File: config.mk
export PLATFORM = sky130hd
export DESIGN_NAME = freq_meter
export DESIGN_NICKNAME = d
export VERILOG_FILES = /design/src/rtl/freq_meter.sv
export SDC_FILE = /design/constraint.sdc
export NUM_CORES = 1
export LEC_CHECK = 0
export ABC_AREA = 0
export CORE_MARGIN = 2
export CORE_UTILIZATION = 44
export CTS_CLUSTER_DIAMETER = 30
export DETAILED_ROUTE_END_ITERATION = 12
export GPL_TIMING_DRIVEN = 0
export PLACE_DENSITY = 0.66
export SLEW_MARGIN = 5
export SYNTH_ARGS = -nofsm -noshare
export SYNTH_HDL_FRONTEND = slang
export SYNTH_SLANG_ARGS = --single-unit
File: constraint.sdc
create_clock -name clk -period 2.2 [get_ports clk]
set_input_delay 0.33 -clock clk [delete_from_list [all_inputs] [get_ports clk]]
set_output_delay 0.33 -clock clk [all_outputs]
set_load 0.01 [all_outputs]
File: src/rtl/freq_meter.sv
// Gated event counter: counts tick_in strobes while gate_in is high and
// presents each completed window's count on a valid/ready result port.
module freq_meter #(
  parameter int unsigned CNT_W = 16
) (
  input  logic             clk,
  input  logic             reset,
  input  logic             gate_in,
  input  logic             tick_in,
  output logic [CNT_W-1:0] cnt_out,
  output logic             cnt_ovf,
  output logic             cnt_valid,
  input  logic             cnt_ready,
  output logic             overrun,
  output logic             busy
);

  typedef enum logic {
    ARM   = 1'b0,
    COUNT = 1'b1
  } state_t;

  localparam logic [CNT_W-1:0] CNT_MAX = '1;

  state_t           state;
  logic             gate_q;
  logic [CNT_W-1:0] counter;
  logic             sat;

  logic rise_c;
  logic fall_c;
  logic result_evt_c;
  logic xfer_c;

  // Window edge detection and result handshake decode
  always_comb begin
    rise_c       = gate_in & ~gate_q;
    fall_c       = ~gate_in & gate_q;
    result_evt_c = (state == COUNT) & fall_c;
    xfer_c       = cnt_valid & cnt_ready;
  end

  // gate_q resets high so a gate already open at reset release is not a rise
  always_ff @(posedge clk or negedge reset) begin
    if (!reset) begin
      state     <= ARM;
      gate_q    <= 1'b1;
      counter   <= '0;
      sat       <= 1'b0;
      cnt_out   <= '0;
      cnt_ovf   <= 1'b0;
      cnt_valid <= 1'b0;
      overrun   <= 1'b0;
      busy      <= 1'b0;
    end else begin
      gate_q <= gate_in;

      unique case (state)
        ARM: begin
          if (rise_c) begin
            state   <= COUNT;
            busy    <= 1'b1;
            counter <= CNT_W'(tick_in);
            sat     <= 1'b0;
          end
        end
        COUNT: begin
          if (fall_c) begin
            state   <= ARM;
            busy    <= 1'b0;
            sat     <= 1'b0;
            cnt_out <= counter;
            cnt_ovf <= sat;
          end else if (gate_in && tick_in) begin
            // Saturate instead of wrapping; excess ticks only flag overflow
            if (counter == CNT_MAX) begin
              sat <= 1'b1;
            end else begin
              counter <= counter + CNT_W'(1);
            end
          end
        end
      endcase

      // A new result always wins; overwriting an unconsumed one is sticky
      if (result_evt_c) begin
        cnt_valid <= 1'b1;
        if (cnt_valid && !cnt_ready) begin
          overrun <= 1'b1;
        end
      end else if (xfer_c) begin
        cnt_valid <= 1'b0;
      end
    end
  end

endmodule

# Word level (Yosys, flattened, before mapping)
# Index checks and enable logic that the tools add are counted.
dict set report totals {
  regBits 39
  input_bits 5
  output_inout_bits 20
  word_cells 52
}
dict set report op_classes {
  addsub 1
  eq_ne 8
  mux 18
  n_bitwise 7
  reduce_logical 9
}
# operator count
set ops {}
lappend ops {{16-bit 2-to-1 mux} 4}
lappend ops {{16-bit case mux with 2 select lines} 1}
lappend ops {{16-bit by 1-bit adder with 16-bit output, second input constant} 1}
lappend ops {{16-bit equality test, second input constant} 1}
lappend ops {{1-bit 2-to-1 mux} 10}
lappend ops {{2-bit != test, second input constant} 3}
lappend ops {{3-bit by 1-bit != test with 1-bit output, second input constant} 2}
lappend ops {{1-bit case mux with 2 select lines} 3}
lappend ops {{2-bit AND reduction} 3}
lappend ops {{1-bit bitwise AND} 4}
lappend ops {{2-bit by 1-bit != test with 1-bit output, second input constant} 2}
lappend ops {{4-bit AND reduction} 1}
lappend ops {{1-bit inverter} 3}
lappend ops {{3-bit AND reduction} 1}
lappend ops {{1-bit logical AND} 2}
lappend ops {{2-bit nonzero test} 1}
lappend ops {{1-bit logical NOT} 1}

# Logic depth before layout (Yosys ltp)
# Gate-level depths: netlist (run 1).
dict set report depth {
  ltp_word 5
  depth_mapped 7
  mapped_depth_nobuf 6
}

# Least setup slack after synthesis (run 1)
# Ideal clock, no wire load.
dict set report synth_path {
  path_type {register to register}
  startpoint {reg counter[0]}
  endpoint {reg counter[7]}
  setup_ns 0.119
  arrival_time_ns 1.758
  t_required_ns 2.081
  setup_slack_ns 0.323
  stages_incl_launch_ff 8
  path_buffers 1
  period_less_slack_ns 1.877
  path_cell_list {dfrtp_1 ha_1 nand3_4 o41a_1 buf_6 nor3b_1 and2_1 o21a_1}
}
dict set report synth_via {
  elab_chain_len 5
  word_cells_on_any_way 8
  classes_between {1 x add/sub; 2 x eq/ne; 4 x mux; 1 x reduce/logical}
}
# element line_no
set synth_lines {}
lappend synth_lines {{start: declaration} 27} ;# logic [CNT_W-1:0] counter;
lappend synth_lines {{start signal: assignment} 63} ;# counter <= CNT_W'(tick_in);
lappend synth_lines {{start signal: assignment} 79} ;# counter <= counter + CNT_W'(1);
lappend synth_lines {{16-bit by 1-bit adder with 16-bit output} 79}
lappend synth_lines {{16-bit 2-to-1 mux} 76} ;# if (counter == CNT_MAX) begin
lappend synth_lines {{16-bit 2-to-1 mux} 74} ;# end else if (gate_in && tick_in) begin
lappend synth_lines {{16-bit 2-to-1 mux} 68} ;# if (fall_c) begin
lappend synth_lines {{16-bit case mux with 2 select lines} 58} ;# unique case (state)
# Parallel ways exist; a longest one is shown, timed or not. The select of a mux whose other input is x is not followed.
# A chain may end at the register's enable or synchronous reset.

# Final worst setup path (run 1)
# Same ends and word-level chain as after synthesis.

==> impl_summary.log, run 1 <==
INFO  metric cp_data_required_time = 2.38 ns
INFO  metric area.growth.synth_to_final = 21.2%
INFO  metric global_route_wire_length_before_repair = 7.34 mm
INFO  metric place_congestion = approximately 0.9
INFO  metric synth_compound_gate_area_share = a little over an eighth
INFO  metric final_layout_fill_cell_count = approximately 390
INFO  metric yosys.area_share.simple = between 20% and 30%
INFO  metric synthesis.instances = around 180
INFO  metric ys_seq_elements = 39
INFO  metric combinational_family_with_the_most_area_after_synthesis = simple AND/OR/NAND/NOR gates
INFO  metric drtIter0Drc = 72
INFO  metric pwr_density_cell = about 880 nW/um2
INFO  metric min_period = around 2.0 ns
INFO  metric synth.lib_cells_used.distinct = 46
INFO  metric worst-setup-path-type = flop to flop
INFO  metric yosysTopAreaCellShare = ~50%
INFO  metric cts.path.max_buffers = 2
INFO  metric final-seq-area = between 900 and 1000 um2
INFO  metric leading_cell_type_in_the_layout_fill_and_taps_excluded = dfrtp_1
INFO  metric clock_skew = between 0.004 and 0.005 ns
INFO  metric maxCapViolCount = 0
INFO  metric cts_made_buffers = 5
INFO  metric synth_top_cell_by_area = dfrtp_1
INFO  metric synth-edff-count = 0
INFO  metric grt_usage = between 10% and 20%
INFO  metric run_status = complete, no violations
INFO  metric number_of_antenna_violations_at_the_first_check_in_global_routing = 0
INFO  metric floorplan.die.height = between 70 and 80 um
INFO  metric first_global_vias = between 1500 and 2000
INFO  metric post_cts.resized_instances = 0
INFO  metric static-leakage-power = just under 1 nW
INFO  metric drt_wl_total = around 4.2 mm
INFO  metric clock_pin_transition_on_the_worst_setup_and_hold_timing_paths = roughly 0.07 ns
INFO  metric leading_post_synthesis_cells_by_cell_area = dfrtp_1 50%, mux2_2 8.2%, nand2_1 3.3%
INFO  metric fin_area = about 2300 um2
INFO  metric tightestPinTransition = between 0.8 and 0.9 ns
INFO  metric postCtsSetupRepairBufs = 0
INFO  metric synth.area.mux_share = 9.78%
INFO  metric hold_path.class = input pin to asynchronous set/reset pin
INFO  metric drive_above_1_share = between 10% and 20%
INFO  metric reg2reg_depth = 7
INFO  metric rows = 24
INFO  metric globalRoute.totalOverflow = 0
INFO  metric grt_use_met3 = 5.19%
INFO  metric regToRegStartpoint = counter[0]$_DFFE_PN0P_
INFO  metric report.final.slew_viol_count = 0
INFO  metric antenna_diode_count = 0
INFO  metric port_buffers = 24
INFO  metric final-hold-violation-count = 0
INFO  metric clk_root_buffer_cell = clkbuf_8
INFO  metric tritoncts = yes
INFO  metric syn_area_per_cell = ~11 um2
INFO  metric cp_max_stage_cell = o41a_1
INFO  metric initial_utilization = between 40% and 50%
INFO  metric path_cells = ha_1 -> nand3_4 -> o41a_1 -> buf_6 -> nor3b_1 -> and2_1 -> o21a_1
INFO  metric slew-limit-headroom = ~44%
INFO  metric detailed_place.area = 2220 um2
INFO  metric grt-busiest-layer = met2
INFO  metric fp.dieArea = approximately 5000 um2
INFO  metric vias_per_cell = roughly 5.7
INFO  metric met1_usage = around 26%
INFO  metric fin_crit_sh = about 90%
INFO  metric core_box_area = roughly 4300 um2
INFO  metric nNetsFinal = between 200 and 250
INFO  metric setup-violations-final = 0
INFO  metric worst_setup_path_end_kind = flop
INFO  metric timing.critical_path.from_type = flop
INFO  metric grt_start_max_net_pins = 40
INFO  metric drc_errors = 0
INFO  metric ioPinCount = 25
INFO  metric detail-route-antenna-nets = 0
INFO  metric route.vias.total = around 1500
INFO  metric wl_per_cell = roughly 16 um
INFO  metric grt_setup_unrepaired = false
INFO  metric clock_sink_count = 39
INFO  metric post_synth_fa_ha_maj_area_fraction = 0.652%
INFO  metric r2r-end = counter[7]$_DFFE_PN0P_
INFO  metric timing.reg2reg.setup_slack = 0.16 ns
INFO  metric clk_latency = just under 0.3 ns
INFO  metric critical-path-max-stage-delay = about 0.46 ns
INFO  metric arrival = roughly 2.2 ns
INFO  metric synthArstFlopShare = 100%
INFO  metric synth_area = about 1900 um2
INFO  metric drt_first_pass_iters = 4
INFO  metric dp_hpwl = around 3.1 mm
INFO  metric layout.cells.most_common_list = 38 x dfrtp_1, 23 x clkdlybuf4s50_1, 17 x nand2_1
INFO  metric yosys.area_share.xor_xnor = less than 1%
INFO  metric most_instantiated_flip_flop_cell_in_the_synthesis_netlist = dfrtp_1
INFO  metric crit_fanout = 9
INFO  metric synth_sequential_area_ratio = between 50 and 60%
INFO  metric cts-hold-fix-buffers = 0
INFO  metric cts.htree.levels = 2
INFO  metric hold_ws = approximately 0.14 ns
INFO  metric synth.net_count = about 190
INFO  metric area_taken_by_multi_input_logic_gates = ~890 um2
INFO  metric floorplan_die_width = 70.0 um
INFO  metric yosysWarningCount = 0
INFO  metric fmax = between 400 and 500 MHz
INFO  metric gr-usage-met2 = between 20% and 30%
INFO  metric vdd_drop_max = 0.432 mV
## critical path, delay by kind of cell (launching register included)
family,cells,cell delay (ns)
compound gates,2,0.62
flops,1,0.45
simple gates,3,0.42
fa+ha+maj,1,0.29
buf+inv,1,0.15
## worst max path at each step
stage	startpoint	endpoint	slack [ns]	cells after the start
final	counter[0]$_DFFE_PN0P_	counter[7]$_DFFE_PN0P_	0.16	7
after global placement	gate_in	counter[10]$_DFFE_PN0P_	-0.16	6
after global routing	counter[1]$_DFFE_PN0P_	counter[7]$_DFFE_PN0P_	0.05	7
after detailed placement	gate_in	counter[0]$_DFFE_PN0P_	-0.20	6
after CTS	gate_in	counter[0]$_DFFE_PN0P_	0.08	6
after floorplan	counter[0]$_DFFE_PN0P_	counter[7]$_DFFE_PN0P_	0.32	7
## stage by stage
stage | power, mW | worst slack, ns | utilization, % | instances | TNS (ns)
floorplan | 1.28 | 0.323 | - | 182 | 0
finish | 2.06 | 0.164 | 54.5 | 266 | 0
global route | 2.19 | 0.0468 | 54.5 | 266 | 0
global placement | 1.53 | -0.159 | 52.1 | 258 | -4.39
CTS | 2.07 | 0.0830 | 54.4 | 266 | 0
detailed placement | 1.55 | -0.201 | 52.0 | 258 | -1.19
## registers in the layout (all words and copies together) (netlist names)
name,flops
cnt_out,16
counter,16
busy,1
cnt_ovf,1
cnt_valid,1
gate_q,1
overrun,1
sat,1
state,1
## metal layers
metal / share of wire (%) / vias up / wire length, um
li1: - / 729 / -
met1: 44 / 729 / 1860
met2: 48 / 54 / 2010
met3: 5.1 / 11 / 215
met4: 2.4 / 0 / 100
met5: 0 / - / 0
## layout make-up
cell class | instances | area share (%)
sequential | 39 | 42.0
timing repair buffer | 24 | 10.1
buffer | 9 | 1.99
multi-input combinational | 130 | 38.1
tap | 52 | 2.80
clock buffer | 8 | 4.31
inverter | 4 | 0.646
## cell families (layout without fill, tap and decap cells)
group / count (synthesis) / in the layout
AND/OR/NAND/NOR: 71 / 71
AO/OA/AOI/OAI: 40 / 40
flip-flops: 39 / 39
multiplexers: 17 / 17
buffers and inverters: 13 / 45
adder cells (fa/ha/maj): 1 / 1
XOR/XNOR: 1 / 1
## synth_stat cells, types with 2 or more instances
cell type  number
nor4_1          5
a31oi_1         4
o21ai_0        10
inv_1           4
nor2_1         10
nand2_1        17
and3_1          2
dfrtp_1        38
nand4_1         3
mux2i_1         3
buf_2           3
clkbuf_1        5
nor3_1          4
and2_1          3
or2_2           3
mux2_2         14
nand3_1         9
a21oi_1        11
a211o_1         2
nand2b_1        5
and4_1          2
## where the power goes
part           internal [mW]  switching [mW]  leakage, nW
Clock                  0.286           0.233       0.0515
Sequential             0.862           0.144        0.496
Combinational          0.291           0.239        0.445
Power figures use the tool's default switching activity.
==> inputs of run 2 (changes only) <==
Settings changed: CORE_ASPECT_RATIO from default to 1.5, PLACE_DENSITY 0.66 to 0.68.
Clock period 2.2 ns to 1.7 ns, I/O delays scaled along.
==> run 2 against run 1 <==
The flow now finishes with violations (negative setup slack). Register-to-register slack worse by 0.27 ns. Critical endpoint is now counter[10]$_DFFE_PN0P_. Global-route usage is 2.6 points higher. Sequential cell count stayed put. Worst hold slack worse by 0.069 ns. Non-clock buffer count is 27 higher. Clock power is 31% higher. Clock-buffer cell count stayed put.
==> impl_summary.log, run 2 (same netlist as run 1, synthesis figures left out) <==
INFO  metric dp_hpwl = around 3.1 mm
INFO  metric min_period = roughly 1.8 ns
INFO  metric drc_errors = 0
INFO  metric timing.critical_path.from_type = flop
INFO  metric grt_setup_unrepaired = true
INFO  metric drtIter0Drc = just over 100
INFO  metric grt_usage = 21.6%
INFO  metric fp.dieArea = about 4900 um2
INFO  metric floorplan_die_width = 57.9 um
INFO  metric cts-hold-fix-buffers = 0
INFO  metric final_core_utilization = between 60% and 70%
INFO  metric worst-setup-path-type = flop to flop
INFO  metric globalRoute.totalOverflow = 0
INFO  metric violated_checks = negative setup slack
INFO  metric path_cells = nand4_1 -> buf_4 -> nor4_4 -> buf_4 -> nor3_2 -> nor4b_1 -> a211o_1
INFO  metric antenna_diode_count = 0
INFO  metric area.growth.synth_to_final = 36.7%
INFO  metric pwr_density_cell = roughly 1100 nW/um2
INFO  metric report.final.slew_viol_count = 0
INFO  metric cp_data_required_time = 1.88 ns
INFO  metric ioPinCount = 25
INFO  metric route.vias.total = roughly 1700
INFO  metric post-place-ws = -0.557 ns
INFO  metric cts_made_buffers = 5
INFO  metric timing.final.ws_setup = -0.102 ns
INFO  metric cp_max_stage_cell = dfrtp_1
INFO  metric grt_start_max_net_pins = 40
INFO  metric clock_pin_transition_on_the_worst_setup_and_hold_timing_paths = approximately 0.070 ns
INFO  metric floorplan.die.height = about 85 um
INFO  metric drt_wl_total = between 5 and 6 mm
INFO  metric leading_cell_type_in_the_layout_fill_and_taps_excluded = buf_4
INFO  metric detail-route-antenna-nets = 0
INFO  metric nNetsFinal = 246
INFO  metric clk_root_buffer_cell = clkbuf_8
INFO  metric core_box_area = roughly 4200 um2
INFO  metric rows = 29
INFO  metric crit_fanout = 4
INFO  metric cts.path.max_buffers = 2
INFO  metric critical_path.most_common_cell = buf_4
INFO  metric fin_crit_sh = 106%
INFO  metric initial_utilization = roughly 46%
INFO  metric critical-path-max-stage-delay = 0.40 ns
INFO  metric wl_per_cell = 18.5 um
INFO  metric vdd_drop_max = 0.865 mV
INFO  metric cp.buffers_inverters = 2
INFO  metric drt_first_pass_iters = 4
INFO  metric worst_setup_path_end_kind = flop
INFO  metric tightestPinTransition = slightly below 0.9 ns
INFO  metric cp_top_family = simple AND/OR/NAND/NOR gates
INFO  metric slew-limit-headroom = between 40% and 50%
INFO  metric final_layout_fill_cell_count = between 300 and 400
INFO  metric tritoncts = yes
INFO  metric maxCapViolCount = 0
INFO  metric run_status = complete, but fails checks
INFO  metric final-hold-violation-count = 0
INFO  metric setup-violations-final = 7
INFO  metric clock_skew = between 0.002 and 0.0025 ns
INFO  metric global_route_wire_length_before_repair = roughly 8.1 mm
INFO  metric port_buffers = 24
INFO  metric place_congestion = ~0.9
INFO  metric clk_latency = 0.29 ns
INFO  metric cts.htree.levels = 2
INFO  metric largest_registers = cnt_out: 16 flops, counter: 16 flops
INFO  metric hold_path.class = input pin to asynchronous set/reset pin
INFO  metric static-leakage-power = around 1.1 nW
INFO  metric vias_per_cell = a little over 6
INFO  metric number_of_antenna_violations_at_the_first_check_in_global_routing = 0
INFO  metric fmax = 555 MHz
INFO  metric first_global_vias = 1700
INFO  metric clock_sink_count = 39
INFO  metric arrival = between 1.5 and 2 ns
INFO  metric drive_above_1_share = 36.1%
INFO  metric setup_tns = -0.357 ns
INFO  metric layout.cells.most_common_list = 30 x buf_4, 28 x dfrtp_1, 22 x clkdlybuf4s50_1
[run 2: cell types whose count changed in the layout (fill, tap and decap cells not counted), moves of 2 or more]
| cell | previous run | this run |
|---|---|---|
| buf_4 | 0 | 30 |
| dfrtp_1 | 38 | 28 |
| dfrtp_2 | 0 | 10 |
| nor4_1 | 5 | 1 |
| nor4_2 | 0 | 3 |
| clkbuf_1 | 5 | 3 |
[run 2: worst register-to-register path: stages, from the launching register on]
cell     delay, ns
dfrtp_1       0.40
nand4_1       0.13
buf_4         0.16
nor4_4        0.35
buf_4         0.19
nor3_2        0.05
nor4b_1       0.17
a211o_1       0.24
[run 2: through the flow]
stage	instance area (um2)	std cells	power (mW)	hold slack (ns)
after CTS	2530	283	2.87	0.105
final	2620	287	2.93	0.0744
after global placement	2220	252	1.98	0.458
after detailed placement	2210	252	2.02	0.417
after global routing	2620	287	3.10	0.157
after floorplan	1920	182	1.65	-0.0406
[run 2: what timing repair did]
action | CTS | global route
hold endpoints to repair | 0 | 0
pin swaps | 8 | 6
resized for setup | 17 | 17
setup endpoints to repair | 30 | 28
buffers inserted | 23 | 6
[run 2: area by class of cell]
class | count | area [um2] | area share, %
sequential | 39 | 990 | 37.8
multi-input combinational | 130 | 966 | 36.8
timing repair buffer | 52 | 444 | 16.9
clock buffer | 8 | 100 | 3.82
tap | 46 | 57.6 | 2.20
buffer | 8 | 48.8 | 1.86
inverter | 4 | 15.0 | 0.573
[run 2: layer usage]
layer / part of all wire [%] / up-vias / GRT usage, %
met5: 0 / - / 0
met4: 4.4 / 0 / 10.8
li1: - / 786 / -
met1: 37 / 839 / 25.6
met2: 52 / 94 / 36.0
met3: 6.2 / 26 / 5.18
[run 2: worst paths after layout]
path,from,depth (start not counted),slack (ns),endpoint
setup / recovery,counter[14]$_DFFE_PN0P_,7,-0.10,counter[10]$_DFFE_PN0P_
hold / removal,reset,1,0.07,cnt_out[5]$_DFFE_PN0P_
setup reg to reg,counter[14]$_DFFE_PN0P_,7,-0.10,counter[10]$_DFFE_PN0P_
hold reg to reg,cnt_out[5]$_DFFE_PN0P_,2,0.48,cnt_out[5]$_DFFE_PN0P_
max in group asynchronous,reset,1,1.02,counter[1]$_DFFE_PN0P_
min in group clk,gate_in,1,0.32,gate_q$_DFF_PN1_
[run 2: where the power goes]
part	internal [mW]	switching [mW]	leakage (nW)
logic	0.531	0.441	0.598
clock network	0.370	0.309	0.0515
registers	1.13	0.151	0.483
